<file path="src/rtl/pipe_hazard_ctrl_pkg.sv">
`default_nettype none
// ============================================================================
// Module   : pipe_hazard_ctrl_pkg
// Purpose  : Shared encodings for the EX-stage hazard controller
// Revision : 1.0 - initial release
// ============================================================================
package pipe_hazard_ctrl_pkg;

  localparam int REG_AW = 5;

  // EX operand forwarding selects
  localparam logic [1:0] FWD_RD    = 2'b00;
  localparam logic [1:0] FWD_EXMEM = 2'b10;
  localparam logic [1:0] FWD_MEMWB = 2'b01;

  // Controller state; the encoding doubles as the stall_cause output
  typedef enum logic [1:0] {
    ST_RUN     = 2'b00,
    ST_LOADUSE = 2'b01,
    ST_MEMWAIT = 2'b10,
    ST_FLUSH   = 2'b11
  } state_e;

endpackage : pipe_hazard_ctrl_pkg
`default_nettype wire

</file>
<file path="src/rtl/pipe_hazard_ctrl_fwd_select.sv">
`default_nettype none
// ============================================================================
// Module   : pipe_hazard_ctrl_fwd_select
// Purpose  : Forward-select for one EX operand; EX/MEM beats MEM/WB, x0 never
//            forwarded
// Revision : 1.0 - initial release
// ============================================================================
module pipe_hazard_ctrl_fwd_select #(
  parameter int REG_AW = pipe_hazard_ctrl_pkg::REG_AW
) (
  input  logic [REG_AW-1:0] ex_rs,
  input  logic              ex_rs_used,
  input  logic              mem_valid,
  input  logic              mem_regwrite,
  input  logic [REG_AW-1:0] mem_rd,
  input  logic              wb_valid,
  input  logic              wb_regwrite,
  input  logic [REG_AW-1:0] wb_rd,
  output logic [1:0]        fwd
);
  import pipe_hazard_ctrl_pkg::*;

  // Youngest matching producer wins
  always_comb begin
    fwd = FWD_RD;
    if (ex_rs_used && mem_valid && mem_regwrite && (mem_rd != '0) && (mem_rd == ex_rs))
      fwd = FWD_EXMEM;
    else if (ex_rs_used && wb_valid && wb_regwrite && (wb_rd != '0) && (wb_rd == ex_rs))
      fwd = FWD_MEMWB;
  end

endmodule : pipe_hazard_ctrl_fwd_select
`default_nettype wire

</file>
<file path="src/rtl/pipe_hazard_ctrl.sv">
`default_nettype none
// ============================================================================
// Module   : pipe_hazard_ctrl
// Purpose  : Forwarding, load-use stall, EX-redirect flush and memory-wait
//            freeze control around the EX stage
// Revision : 1.0 - initial release
// ============================================================================
module pipe_hazard_ctrl #(
  parameter int REG_AW = pipe_hazard_ctrl_pkg::REG_AW,
  parameter int CNT_W  = 16
) (
  input  logic              clk,
  input  logic              rst,
  input  logic              id_valid,
  input  logic [REG_AW-1:0] id_rs1,
  input  logic [REG_AW-1:0] id_rs2,
  input  logic              id_rs1_used,
  input  logic              id_rs2_used,
  input  logic [REG_AW-1:0] id_rd,
  input  logic              id_regwrite,
  input  logic              id_memread,
  input  logic              jump2if,
  input  logic              dmem_req,
  input  logic              dmem_ready,
  output logic [1:0]        ForwardA,
  output logic [1:0]        ForwardB,
  output logic              pc_write,
  output logic              if_id_write,
  output logic              if_id_flush,
  output logic              id_ex_bubble,
  output logic              pipe_freeze,
  output logic [1:0]        stall_cause,
  output logic [CNT_W-1:0]  stall_cnt,
  output logic [CNT_W-1:0]  flush_cnt
);
  import pipe_hazard_ctrl_pkg::*;

  // Shadow of ID/EX, EX/MEM and MEM/WB fields
  logic              ex_valid_q, ex_rs1_used_q, ex_rs2_used_q, ex_regwrite_q, ex_memread_q;
  logic [REG_AW-1:0] ex_rs1_q, ex_rs2_q, ex_rd_q;
  logic              mem_valid_q, mem_regwrite_q, wb_valid_q, wb_regwrite_q;
  logic [REG_AW-1:0] mem_rd_q, wb_rd_q;

  state_e            state_q, state_d;
  logic [CNT_W-1:0]  stall_cnt_q, stall_cnt_d, flush_cnt_q, flush_cnt_d;

  logic freeze, flush, load_use, stall_evt;

  // Raw hazard conditions; reset masks the input-driven ones
  always_comb begin
    freeze   = !rst && dmem_req && !dmem_ready;
    flush    = !rst && jump2if && !freeze;
    load_use = id_valid && ex_valid_q && ex_memread_q && (ex_rd_q != '0) &&
               ((id_rs1_used && (id_rs1 == ex_rd_q)) || (id_rs2_used && (id_rs2 == ex_rd_q)));
    stall_evt = freeze || (load_use && !flush);
  end

  // Pipeline control outputs with FREEZE > FLUSH > LOADUSE priority
  always_comb begin
    pipe_freeze  = freeze;
    if_id_flush  = flush;
    id_ex_bubble = !freeze && (flush || load_use);
    pc_write     = !freeze && (flush || !load_use);
    if_id_write  = !freeze && (flush || !load_use);
  end

  // Next cause and saturating event counters
  always_comb begin
    state_d = ST_RUN;
    if (freeze)        state_d = ST_MEMWAIT;
    else if (flush)    state_d = ST_FLUSH;
    else if (load_use) state_d = ST_LOADUSE;
    stall_cnt_d = stall_cnt_q;
    if (stall_evt && (stall_cnt_q != '1)) stall_cnt_d = stall_cnt_q + CNT_W'(1);
    flush_cnt_d = flush_cnt_q;
    if (flush && (flush_cnt_q != '1)) flush_cnt_d = flush_cnt_q + CNT_W'(1);
  end

  // Cause register and counters
  always_ff @(posedge clk or posedge rst) begin
    if (rst) begin
      state_q     <= ST_RUN;
      stall_cnt_q <= '0;
      flush_cnt_q <= '0;
    end else begin
      state_q     <= state_d;
      stall_cnt_q <= stall_cnt_d;
      flush_cnt_q <= flush_cnt_d;
    end
  end

  // Shadow pipeline advance; holds while frozen, bubble invalidates EX
  always_ff @(posedge clk or posedge rst) begin
    if (rst) begin
      ex_valid_q <= 1'b0; ex_rs1_used_q <= 1'b0; ex_rs2_used_q <= 1'b0;
      ex_regwrite_q <= 1'b0; ex_memread_q <= 1'b0;
      ex_rs1_q <= '0; ex_rs2_q <= '0; ex_rd_q <= '0;
      mem_valid_q <= 1'b0; mem_regwrite_q <= 1'b0; mem_rd_q <= '0;
      wb_valid_q <= 1'b0; wb_regwrite_q <= 1'b0; wb_rd_q <= '0;
    end else if (!freeze) begin
      ex_valid_q    <= id_valid && !id_ex_bubble;
      ex_rs1_q      <= id_rs1;
      ex_rs2_q      <= id_rs2;
      ex_rs1_used_q <= id_rs1_used;
      ex_rs2_used_q <= id_rs2_used;
      ex_rd_q       <= id_rd;
      ex_regwrite_q <= id_regwrite;
      ex_memread_q  <= id_memread;
      mem_valid_q    <= ex_valid_q;
      mem_regwrite_q <= ex_regwrite_q;
      mem_rd_q       <= ex_rd_q;
      wb_valid_q     <= mem_valid_q;
      wb_regwrite_q  <= mem_regwrite_q;
      wb_rd_q        <= mem_rd_q;
    end
  end

  pipe_hazard_ctrl_fwd_select #(.REG_AW(REG_AW)) u_fwd_a (
    .ex_rs(ex_rs1_q), .ex_rs_used(ex_rs1_used_q && ex_valid_q),
    .mem_valid(mem_valid_q), .mem_regwrite(mem_regwrite_q), .mem_rd(mem_rd_q),
    .wb_valid(wb_valid_q), .wb_regwrite(wb_regwrite_q), .wb_rd(wb_rd_q),
    .fwd(ForwardA)
  );

  pipe_hazard_ctrl_fwd_select #(.REG_AW(REG_AW)) u_fwd_b (
    .ex_rs(ex_rs2_q), .ex_rs_used(ex_rs2_used_q && ex_valid_q),
    .mem_valid(mem_valid_q), .mem_regwrite(mem_regwrite_q), .mem_rd(mem_rd_q),
    .wb_valid(wb_valid_q), .wb_regwrite(wb_regwrite_q), .wb_rd(wb_rd_q),
    .fwd(ForwardB)
  );

  assign stall_cause = state_q;
  assign stall_cnt   = stall_cnt_q;
  assign flush_cnt   = flush_cnt_q;

endmodule : pipe_hazard_ctrl
`default_nettype wire

</file>
<file path="config.mk">
export PLATFORM = sky130hd
export DESIGN_NAME = pipe_hazard_ctrl
export DESIGN_NICKNAME = d
export VERILOG_FILES = /design/src/rtl/pipe_hazard_ctrl_pkg.sv /design/src/rtl/pipe_hazard_ctrl_fwd_select.sv /design/src/rtl/pipe_hazard_ctrl.sv
export SDC_FILE = /design/constraint.sdc
export NUM_CORES = 1
export LEC_CHECK = 0
export CORE_ASPECT_RATIO = 0.7
export CORE_UTILIZATION = 52
export CTS_CLUSTER_DIAMETER = 100
export DETAILED_ROUTE_END_ITERATION = 16
export GPL_ROUTABILITY_DRIVEN = 0
export PLACE_DENSITY = 0.8
export SETUP_SLACK_MARGIN = 0.02
export SYNTH_ARGS = -nofsm -noshare
export SYNTH_HDL_FRONTEND = slang
export SYNTH_SLANG_ARGS = --single-unit
</file>
<file path="constraint.sdc">
create_clock -name clk -period 2.4 [get_ports clk]
set_input_delay 0.48 -clock clk [delete_from_list [all_inputs] [get_ports clk]]
set_output_delay 0.48 -clock clk [all_outputs]
set_load 0.05 [all_outputs]
</file>
==> reports/metrics.cfg <==
[status]
status = complete, but fails checks
violations = negative setup slack

[die]
ios = 68
die-area_um2 = 6880
initial_core_util_pct = 54.2
die_width_um = 98.7
die_h_um = 69.7
row_count = 24
core_um2 = 6280

[synthesis]
synth_mux_area_share_pct = 11.6
synth.distinct_cells = 41
synth-compound-area-share_pct = 2.72
synth_common_cells = dfrtp_1, xnor2_1, mux2_2, nand2_1, xor2_1
syn_area_per_cell_um2 = 11.8
synth.most_common_cell = dfrtp_1
synth_top_area_share_pct = 50.0
seq_area_frac_synth_pct = 50.0
yosysWarningCount = 0
synth_fa_ha_area_share_pct = 0.735
synth_simple_gate_area_share_pct = 17.6
synthFlopType = dfrtp_1
synth_edf_count = 0
synth_top_family_by_area = simple AND/OR/NAND/NOR gates
async_reset_ff_share_pct = 100
synth_xor_area_share_pct = 14.7
synth_top_area_cell = dfrtp_1
netlist_area_um2 = 3400
synth_area_leaders = dfrtp_1, xnor2_1, mux2_2
ys_ff_latch = 68
syn_inst = 288
syn_nets = 315

[worst_setup_path]
rr_startpoint = stall_cnt[4]$_DFFE_PP0P_
reg2reg_depth = 6
crit_fanout = 2
cp-end-kind = output port
crit_required_ns = 1.92
path_cells = or4_4 -> o2111ai_4 -> nor3_2 -> nor3_2 -> buf_12
timing.rr.end = stall_cnt[1]$_DFFE_PP0P_
crit_path_top_delay_cell = or4_4
worstPathArrival_ns = 1.99
cpPeakStageDelay_ns = 0.54
worst_path_most_repeated_cell = nor3_2
start_kind = register
reg2reg_slack_ns = 0.36
criticalPathCategory = register to output port

[finish]
diodes = 0
area_delta_synth_final_pct = 35.4
fin_nets = 402
drive_gt1_share_pct = 28.4
num-fill-cells = 417

[timing]
tightest_slew_ns = 0.839
rsz0062_at_grt = true
post-route-min-period_ns = 2.47
slew_headroom_pct = 44.1
holdWs_ns = 0.490
setup-violations-final = 2
fmaxAchievable_mhz = 405
fin_crit_sh_pct = 103
setup_ws_ns = -0.0721
hold_violations = 0
fin_worst_skew_ns = 0.00939
slew_viol_final = 0

[worst_hold_path]
holdPathEnd = flush_cnt[14]$_DFFE_PP0P_
hold_class = register to register
holdPathStages = 1
hp-start = flush_cnt[14]$_DFFE_PP0P_

[global_routing]
grt_busiest_layer = met2
grt_pass1_vias = 2567
grt_util_met2_pct = 35.3
antenna_found_initial = 0
gr-usage-met1_pct = 34.2
grt_pass1_wl_um = 12600
met3_usage_pct = 8.37
grtUsageTotal_pct = 23.9
gr-total-overflow = 0
grt_max_degree = 69

[flow_run]
maxCapViolCount = 0

[clock_tree]
clk_path_buf_depth = 2
cts_root_buf = clkbuf_8
clkSlewWorstSetupHoldPaths_ns = 0.07
clock_latency_ns = 0.35
cts.sinks = 68
htree_levels = 3
cts_tree = built
numCtsBuffers = 9

[power]
p_sw_share_pct = 35.5
p_seq_share_pct = 43.5
vdd_ir_drop_max_uv = 655
p_per_area_nw_per_um2 = 733
comb_power_share_pct = 28.4
cellLeakagePower_nw = 1.92
power.switching_mw = 1.20
internal_power_mw = 2.18
p_clk_share_pct = 28.1

[place]
port_buffers = 67
pre_cts_ws_ns = -0.146
place_hpwl_um = 5290

[routing]
drt-vias-per-instance = 5.48
drt_iter0_markers = 90
first_pass_iters = 4
finalWirelength_um = 7470
wl_per_cell_um = 16.3
ant_nets = 0
dr_total_vias = 2511
drc = 0

-- per-layer routing --
| metal | share of wire (%) | routed length (um) |
|---|---|---|
| met1 | 48 | 3600 |
| met2 | 46 | 3410 |
| met3 | 5.0 | 374 |
| met4 | 1.2 | 90 |
| met5 | 0 | 0 |
-- registers in the layout (all words and copies together) (netlist names), 2 cells and up --
name and count:
ex_rs1_q 5, ex_rs2_q 5, wb_rd_q 5, flush_cnt 16, stall_cause 2, stall_cnt 16
mem_rd_q 5, ex_rd_q 5
-- how the worst max path moves through the flow --
stage	to	from	slack, ns
global placement	id_ex_bubble	id_rs1[0]	-0.07
CTS	ForwardB[0]	mem_rd_q[1]$_DFFE_PP0N_	-0.09
finish	ForwardB[0]	mem_rd_q[1]$_DFFE_PP0N_	-0.07
floorplan	ForwardB[0]	mem_rd_q[1]$_DFFE_PP0N_	-0.13
global route	ForwardB[0]	mem_rd_q[1]$_DFFE_PP0N_	-0.14
detailed placement	id_ex_bubble	id_rs1[4]	-0.15
-- critical path: cells and delay by family, from the launching register on --
family,cells,cell delay [ns]
buffers and inverters,1,0.17
flip-flops,1,0.38
AND/OR/NAND/NOR,3,0.83
AO/OA/AOI/OAI,1,0.26
-- per-stage QoR --
step / total power, mW / cell area (um2) / util (%) / std cells / TNS [ns]
finish: 3.38 / 4610 / 73.4 / 458 / -0.0923
global route: 3.53 / 4610 / 73.4 / 458 / -0.215
CTS: 3.38 / 4560 / 72.6 / 455 / -0.125
detailed placement: 2.42 / 4290 / 68.4 / 438 / -1.03
global placement: 2.39 / 4290 / 68.4 / 438 / -0.219
floorplan: 2.06 / 3440 / - / 288 / -0.134
-- kinds of logic (layout without fill, tap and decap cells) --
kind of cell	Yosys count	count (layout)
AND/OR/NAND/NOR	95	95
flip-flops	68	68
XOR/XNOR	57	57
multiplexers	35	35
buffers and inverters	17	109
AO/OA/AOI/OAI	14	14
adder cells (fa/ha/maj)	2	2
-- power by group through the flow --
stage / Combinational [mW] / Sequential (mW) / Clock, mW
after CTS: 0.953 / 1.46 / 0.969
after floorplan: 0.311 / 1.75 / 0
after detailed placement: 0.941 / 1.48 / 0
final: 0.959 / 1.47 / 0.949
after global placement: 0.916 / 1.48 / 0
after global routing: 1.02 / 1.49 / 1.02
-- layout make-up --
class | count | area [um2] | area share [%]
Sequential cell | 68 | 1710 | 37.1
Clock buffer | 10 | 138 | 2.99
Timing Repair Buffer | 85 | 853 | 18.5
Multi-Input combinational cell | 203 | 1710 | 37.2
Tap cell | 78 | 97.6 | 2.12
Clock inverter | 6 | 63.8 | 1.39
Inverter | 8 | 35.0 | 0.760
-- cells in the final DEF (no fill, tap or decap), drive strengths merged --
master	count
clkinv	4
mux2	35
nand4b	1
o22ai	1
or2	1
o21ai	1
o2111ai	2
clkbuf	10
xnor2	41
and4bb	1
dfrtp	68
xor2	16
a21oi	5
and4	3
or4	2
a311o	1
nand2	17
and2	1
inv	7
dlygate4sd2	9
nor2	14
clkdlybuf4s50	49
clkinvlp	2
a22o	1
a31oi	2
nand2b	2
nand3	22
ha	2
nand4	11
bufinv	1
buf	27
nor4	4
and3	7
a21o	1
nor3	9
-- repair_timing --
item                       4_1_cts  5_1_grt
setup endpoints to repair        7        5
hold buffers                     0        0
gates resized for setup         21        9
setup buffers                    1        3
pin swaps                        6        8
(Power assumes the default switching activity.)
